**src/rtl/bit_serial_subtractor_pkg.sv**
```systemverilog
// rtl/bit_serial_subtractor_pkg.sv - shared types and helpers for the bit-serial subtractor
package bit_serial_subtractor_pkg;

  // 2'd3 is never entered; the next-state logic sends it back to idle
  typedef enum logic [1:0] {
    S_IDLE    = 2'd0,
    S_RUN     = 2'd1,
    S_DONE    = 2'd2,
    S_ILLEGAL = 2'd3
  } state_e;

  // Bit counter must hold WIDTH-1; one spare bit keeps the compare simple
  function automatic int cnt_width(input int width);
    return $clog2(width) + 1;
  endfunction

endpackage

```
**src/rtl/bit_serial_subtractor_fs.sv**
```systemverilog
// rtl/bit_serial_subtractor_fs.sv - combinational one-bit full-subtractor cell
module fs (
  input  logic a,
  input  logic b,
  input  logic bin,
  output logic diff,
  output logic bout
);

  // Borrow is generated when a<b, or propagated when a==b and a borrow came in
  always_comb begin
    diff = a ^ b ^ bin;
    bout = (~a & b) | (~(a ^ b) & bin);
  end

endmodule

```
**src/rtl/bit_serial_subtractor.sv**
```systemverilog
// rtl/bit_serial_subtractor.sv - LSB-first bit-serial A-B with valid/ready handshakes
module bit_serial_subtractor
  import bit_serial_subtractor_pkg::*;
#(
  parameter int WIDTH = 8
) (
  input  logic             clk,
  input  logic             rst_n,
  input  logic             in_valid,
  output logic             in_ready,
  input  logic [WIDTH-1:0] a,
  input  logic [WIDTH-1:0] b,
  output logic             out_valid,
  input  logic             out_ready,
  output logic [WIDTH-1:0] diff,
  output logic             borrow_out,
  output logic             ovf
);

  localparam int CW = cnt_width(WIDTH);
  localparam logic [CW-1:0] LAST_CNT = CW'(WIDTH - 1);

  state_e state_q, state_d;

  logic [WIDTH-1:0] a_sr_q, a_sr_d;
  logic [WIDTH-1:0] b_sr_q, b_sr_d;
  // Result bits arrive LSB first; the MSB never needs storing because it is
  // appended straight from the cell on the final edge
  logic [WIDTH-2:0] r_sr_q, r_sr_d;
  logic [WIDTH-1:0] r_next;
  logic             bor_q, bor_d;
  logic [CW-1:0]    cnt_q, cnt_d;
  logic             a_msb_q, a_msb_d;
  logic             b_msb_q, b_msb_d;
  logic [WIDTH-1:0] diff_q, diff_d;
  logic             borrow_out_q, borrow_out_d;
  logic             ovf_q, ovf_d;

  logic             fs_d;
  logic             fs_bout;

  fs u_fs (
    .a   (a_sr_q[0]),
    .b   (b_sr_q[0]),
    .bin (bor_q),
    .diff(fs_d),
    .bout(fs_bout)
  );

  assign r_next = {fs_d, r_sr_q};

  // State and datapath registers; reset abandons any operation in flight
  always_ff @(posedge clk) begin
    if (!rst_n) begin
      state_q      <= S_IDLE;
      a_sr_q       <= '0;
      b_sr_q       <= '0;
      r_sr_q       <= '0;
      bor_q        <= 1'b0;
      cnt_q        <= '0;
      a_msb_q      <= 1'b0;
      b_msb_q      <= 1'b0;
      diff_q       <= '0;
      borrow_out_q <= 1'b0;
      ovf_q        <= 1'b0;
    end else begin
      state_q      <= state_d;
      a_sr_q       <= a_sr_d;
      b_sr_q       <= b_sr_d;
      r_sr_q       <= r_sr_d;
      bor_q        <= bor_d;
      cnt_q        <= cnt_d;
      a_msb_q      <= a_msb_d;
      b_msb_q      <= b_msb_d;
      diff_q       <= diff_d;
      borrow_out_q <= borrow_out_d;
      ovf_q        <= ovf_d;
    end
  end

  // Next-state: accept in idle, run WIDTH edges, hold in done until taken
  always_comb begin
    state_d = state_q;
    case (state_q)
      S_IDLE:  if (in_valid) state_d = S_RUN;
      S_RUN:   if (cnt_q == LAST_CNT) state_d = S_DONE;
      S_DONE:  if (out_ready) state_d = S_IDLE;
      default: state_d = S_IDLE;
    endcase
  end

  // Datapath: load operands on accept, shift one bit per run edge, capture result on the last
  always_comb begin
    a_sr_d       = a_sr_q;
    b_sr_d       = b_sr_q;
    r_sr_d       = r_sr_q;
    bor_d        = bor_q;
    cnt_d        = cnt_q;
    a_msb_d      = a_msb_q;
    b_msb_d      = b_msb_q;
    diff_d       = diff_q;
    borrow_out_d = borrow_out_q;
    ovf_d        = ovf_q;
    case (state_q)
      S_IDLE: begin
        if (in_valid) begin
          a_sr_d  = a;
          b_sr_d  = b;
          bor_d   = 1'b0;
          cnt_d   = '0;
          a_msb_d = a[WIDTH-1];
          b_msb_d = b[WIDTH-1];
        end
      end
      S_RUN: begin
        a_sr_d = {1'b0, a_sr_q[WIDTH-1:1]};
        b_sr_d = {1'b0, b_sr_q[WIDTH-1:1]};
        r_sr_d = r_next[WIDTH-1:1];
        bor_d  = fs_bout;
        cnt_d  = cnt_q + CW'(1);
        if (cnt_q == LAST_CNT) begin
          diff_d       = r_next;
          borrow_out_d = fs_bout;
          ovf_d        = (a_msb_q != b_msb_q) && (fs_d != a_msb_q);
        end
      end
      default: ;
    endcase
  end

  // Handshake outputs decode the registered state only
  always_comb begin
    in_ready  = (state_q == S_IDLE);
    out_valid = (state_q == S_DONE);
  end

  assign diff       = diff_q;
  assign borrow_out = borrow_out_q;
  assign ovf        = ovf_q;

endmodule

```
**config.mk**
```make
export PLATFORM = sky130hd
export DESIGN_NAME = bit_serial_subtractor
export DESIGN_NICKNAME = d
export VERILOG_FILES = /design/src/rtl/bit_serial_subtractor_pkg.sv /design/src/rtl/bit_serial_subtractor_fs.sv /design/src/rtl/bit_serial_subtractor.sv
export SDC_FILE = /design/constraint.sdc
export NUM_CORES = 1
export LEC_CHECK = 0
export BUFFER_PORTS_ARGS = -buffer_cell sky130_fd_sc_hd__buf_2
export CELL_PAD_IN_SITES_DETAIL_PLACEMENT = 0
export CELL_PAD_IN_SITES_GLOBAL_PLACEMENT = 1
export CORE_UTILIZATION = 36
export DETAILED_ROUTE_END_ITERATION = 8
export PLACE_DENSITY_LB_ADDON = 0.15
export SYNTH_ARGS = -nofsm -noshare
export SYNTH_HDL_FRONTEND = slang
export SYNTH_HIERARCHICAL = 1
export SYNTH_SLANG_ARGS = --single-unit
```
**constraint.sdc**
```tcl
create_clock -name clk -period 1.6 [get_ports clk]
set_clock_uncertainty 0.15 [all_clocks]
set_input_delay 0.4 -clock clk [delete_from_list [all_inputs] [get_ports clk]]
set_output_delay 0.4 -clock clk [all_outputs]
set_load 0.03 [all_outputs]
```
; ---- Word-level counts from Yosys, hierarchy flattened
; Index checks and enable logic that the tools add are counted.
[word_totals]
ff_bits = 42
latchBits = 0
ramBits = 0
mem_bits_ro = 0
word_cells = 46
memories = 0
[classes]
n_addsub = 1
multipliers = 0
n_div = 0
magnitude_cmp = 0
eq_ne = 8
n_shift = 0
mux = 12
bitwise_logic = 7
reduce_logical = 7
[ops]
columns = cell, n
row1 = 8-bit one-hot mux with 2 select lines, 2
row2 = 8-bit two-way mux, 2
row3 = 4-bit one-hot mux with 2 select lines, 1
row4 = 2-bit two-way mux, 3
row5 = 2-bit one-hot mux with 3 select lines, 1
row6 = 2-bit AND reduction, 3
row7 = "4-bit by 1-bit adder with 4-bit output, second input constant", 1
row8 = "4-bit by 3-bit equality test with 1-bit output, second input constant", 1
row9 = 4-bit two-way mux, 1
row10 = "2-bit != test, second input constant", 2
row11 = 3-bit AND reduction, 1
row12 = 1-bit bitwise AND, 2
row13 = "2-bit by 1-bit equality test with 1-bit output, second input constant", 1
row14 = "2-bit equality test, second input constant", 1
row15 = 2-bit zero test, 1
row16 = 1-bit != test, 2
row17 = "2-bit by 1-bit != test with 1-bit output, second input constant", 1
row18 = 1-bit inverter, 2
row19 = 1-bit one-hot mux with 2 select lines, 1
row20 = 2-bit nonzero test, 1
row21 = 1-bit XOR, 2
row22 = 1-bit logical AND, 1
row23 = 1-bit two-way mux, 1
row24 = 1-bit OR, 1

; ---- Logic depth before layout (Yosys ltp)
[logic_depth]
word_depth = 5
ltp_mapped = 6

; ---- Modules after synthesis
; Netlist, hierarchy kept.
[by_module_without_submodules]
columns = module, instances, cells_each, area_each_um2, seq_area_each_um2
row1 = bit_serial_subtractor, 1, 206, 1767.9, 840.8
row2 = fs, 1, 4, 31.3, 0.0

; ---- Least setup slack after synthesis
; Ideal clock, no wire load.
[synth_timing]
path_type = register -> register
startpoint = reg b_sr_q[0]
endpoint = reg ovf_q (netlist: ovf)
t_arrival_ps = 1276
t_required_ps = 1364
setup_slack_ps = 88
path_stages_with_launch = 6
cell_sequence = dfxtp_1 inv_1 fa_1 and3b_1 a21oi_1 a211oi_1
[synth_between]
elab_chain_cells = 4
[synth_rtl]
columns = item, line_no
row1 = "start, declared", bit_serial_subtractor.sv:26  ; logic [WIDTH-1:0] b_sr_q, b_sr_d;
row2 = "start signal, assigned", bit_serial_subtractor.sv:69  ; b_sr_q <= b_sr_d;
row3 = 1-bit XOR (2 in a row), bit_serial_subtractor_fs.sv:12  ; diff = a ^ b ^ bin;
row4 = via fs_d, bit_serial_subtractor.sv:39  ; logic fs_d;
row5 = 1-bit != test, bit_serial_subtractor.sv:124  ; ovf_d = (a_msb_q != b_msb_q) && (fs_d != a_msb_q);
row6 = 1-bit logical AND, bit_serial_subtractor.sv:124
row7 = "end signal, assigned", bit_serial_subtractor.sv:77  ; ovf_q <= ovf_d;
row8 = "end, declared", bit_serial_subtractor.sv:37  ; logic ovf_q, ovf_d;
; The timed path passes the listed nets, and every way through them passes these cells.
; A chain may end at the register's enable or synchronous reset.

; ---- Final worst setup path
[layout_timing]
startpoint = reg state_q[1]
endpoint = out out_valid
[layout_between]
elab_chain_cells = 1
[layout_rtl]
columns = item, line_no
row1 = "start, declared", bit_serial_subtractor.sv:23  ; state_e state_q, state_d;
row2 = "start signal, assigned", bit_serial_subtractor.sv:67  ; state_q <= state_d;
row3 = 2-bit equality test, bit_serial_subtractor.sv:134  ; out_valid = (state_q == S_DONE);
row4 = "end, declared", bit_serial_subtractor.sv:13  ; output logic out_valid,
; No other way between the ends.

==> results.json <==
{
  "yosys-top-cells-area": "dfxtp_1, a21oi_1, nand2_1",
  "power.internal_w": 0.001565,
  "globalRouteOverflowTotal": 0,
  "clock_path_buffers": 2,
  "hold_class": "in -> reg",
  "cts_inserted_buffers": 5,
  "holdWs_ps": 189.0,
  "pwr-share-comb_pct": 13.1,
  "port_buffers": 31,
  "grt_pass1_wl_microns": 6706,
  "outcome": "completed",
  "finalHoldViolCount": 0,
  "rsz0062_at_grt": "false",
  "fin_crit_sh_pct": 95.95,
  "vias": 1547,
  "ys_seq_elements": 42,
  "final_nets": 272,
  "core_sq_um": 4755,
  "crit_type": "reg -> out",
  "antenna_left": 0,
  "drv_cap": 0,
  "hold_buffers": 0,
  "dpl.hpwl_microns": 2593,
  "numClockSinks": 42,
  "place_area_sq_um": 2107,
  "initial_core_util_pct": 37.84,
  "drtPass1Iterations": 4,
  "cts_root_buffer": "clkbuf_8",
  "pwr_density_cell_nw_per_um2": 929.9,
  "n_antenna_cell": 0,
  "synth_top_area_cell": "dfxtp_1",
  "layout_commonest_cell": "a21oi_1",
  "finalNonFillerCells": 318,
  "antenna_found_initial": 0,
  "die_w_microns": 72.70,
  "wl_per_cell_microns": 12.36,
  "cts_tree": "done",
  "crit_path_max_fanout": 7,
  "synth_top_area_share_pct": 46.73,
  "switching_share_pct": 24.97,
  "seq_power_share_pct": 53.6,
  "pwr-share-clk_pct": 33.3,
  "grt_pass1_vias": 1424,
  "grt_max_degree": 28,
  "insertion_delay_ps": 290,
  "tightest_slew_ps": 356.1,
  "maxSlewViolCount": 0,
  "drive_gt1_share_pct": 28.29,
  "vias_per_cell": 4.865,
  "final_cell_mix": "a21oi_1, dfxtp_1, nand2_1",
  "vdd_ir_drop_max_mv": 0.4006,
  "synth.distinct_cells": 36,
  "path_clk_slew_ps": 80,
  "die_height_microns": 72.70,
  "first_iter_violations": 116,
  "synthesis.nets": 232,
  "dpl.cell_count": 307,
  "max_freq_mhz": 651.4,
  "die-area_sq_um": 5285,
  "syn_area_per_cell_sq_um": 8.568,
  "crit_required_ps": 1050,
  "p_leak_nw": 0.9105,
  "fillers": 507,
  "timing.final.crit_period_ps": 1535,
  "htree_levels": 2,
  "arrival_ps": 990,
  "yosysSeqAreaShare_pct": 46.73,
  "drc": 0,
  "wl_microns": 3930,
  "ys_warn_count": 6,
  "ios": 32,
  "areaGrowthSynthToFinish_pct": 24.69,
  "grt_usage_pct": 16.32,
  "relSlewSlack_pct": 76.26,
  "design_area_sq_um": 2243,
  "fp-row-count": 25,
  "netSwitchingPower_w": 0.0005209,
  "gp_congestion": 0.7119,
  "synthCells": 210,
  "setup-violations-final": 0,
  "tns_ps": 0,
  "netlist_area_sq_um": 1799,
  "start_kind": "flop",
  "end_kind": "output pin"
}
==> critical path, stage by stage, from the launching register on <==
cell and delay, ps:
dfxtp_4 380, nor2b_2 150, buf_4 170
==> cell usage after synthesis <==
cell	n
buf_4	1
and3b_1	2
a211oi_1	2
o211a_1	1
buf_6	6
buf_2	5
mux2i_1	2
a31oi_1	1
o21a_1	1
o21bai_4	1
nor3_1	1
clkinv_1	1
nor2b_1	2
inv_1	4
o21ai_1	1
nand3b_1	1
dfxtp_1	42
fa_1	1
o21ba_2	1
ha_1	1
nand2_1	31
a21oi_1	45
or3_1	1
a22oi_1	3
a2bb2oi_1	1
a211oi_2	1
nand2b_4	1
nor2b_4	1
o21ai_0	22
a31oi_2	1
nor3b_2	1
clkbuf_1	3
nor2_1	9
nand3_2	1
nand3_1	11
o31ai_1	1
==> logic make-up (layout without fill, tap and decap cells) <==
| logic type | Yosys count | in the layout | share of synthesized area [%] |
|---|---|---|---|
| AO/OA/AOI/OAI | 82 | 82 | 26.22 |
| adder cells (fa/ha/maj) | 2 | 2 | 1.808 |
| buffers and inverters | 20 | 61 | 7.231 |
| flip-flops | 42 | 42 | 46.73 |
| multiplexers | 2 | 2 | 1.113 |
| AND/OR/NAND/NOR | 62 | 62 | 16.90 |
==> per-stage QoR <==
stage	util [%]	setup slack, ps	power (W)
2_1_floorplan	-	88.09	0.001309
3_3_place_gp	44.32	55.98	0.001408
3_5_place_dp	44.32	19.88	0.001408
4_1_cts	46.45	0.9714	0.002100
5_1_grt	47.18	5.551	0.002202
6_report	47.18	64.87	0.002086
==> area by class of cell <==
| cell class | count | area [sq um] | area share, % |
|---|---|---|---|
| sequential | 42 | 849.6 | 37.87 |
| clock inverter | 1 | 5.005 | 0.2231 |
| multi-input combinational | 148 | 839.6 | 37.42 |
| tap | 67 | 83.83 | 3.737 |
| inverter | 5 | 18.77 | 0.8366 |
| clock buffer | 7 | 86.33 | 3.848 |
| timing repair buffer | 48 | 360.3 | 16.06 |
==> registers in the layout, indices dropped and copies added (netlist names) <==
register	count
diff	8
r_sr_q	7
state_q	2
a_sr_q	8
a_msb_q	1
ovf	1
cnt_q	4
b_sr_q	8
b_msb_q	1
borrow_out	1
bor_q	1
==> per-layer routing <==
layer,routed length (microns),global-route usage [%]
met2,1717,24.09
met1,2073,23.37
met4,0,3.922
met5,0,0
met3,138,4.696
==> what timing repair did <==
| action | 4_1_cts | 5_1_grt |
|---|---|---|
| resized for setup | 5 | 5 |
| pin swaps | 0 | 3 |
| gates cloned | 0 | 0 |
| endpoints found under the setup margin | 1 | 2 |
| setup buffers | 0 | 3 |
| hold endpoints to repair | 0 | 0 |
==> power by group through the flow <==
stage	clock [W]	sequential, W	combinational [W]
6_report	0.000694	0.00112	0.000274
5_1_grt	0.000768	0.00112	0.000310
4_1_cts	0.000716	0.00112	0.000267
3_5_place_dp	0	0.00114	0.000266
3_3_place_gp	0	0.00114	0.000267
2_1_floorplan	0	0.00113	0.000176
==> path summary, 6_finish.rpt <==
kind                                 start   endpoint  slack [ps]  cells past startpoint
worst min register to register   r_sr_q[0]  r_sr_q[0]         310                      2
worst min-delay path                  b[5]  b_sr_q[5]         190                      3
worst max-delay path            state_q[1]  out_valid          60                      2
worst max register to register       bor_q        ovf          90                      5
(Power assumes the default switching activity.)
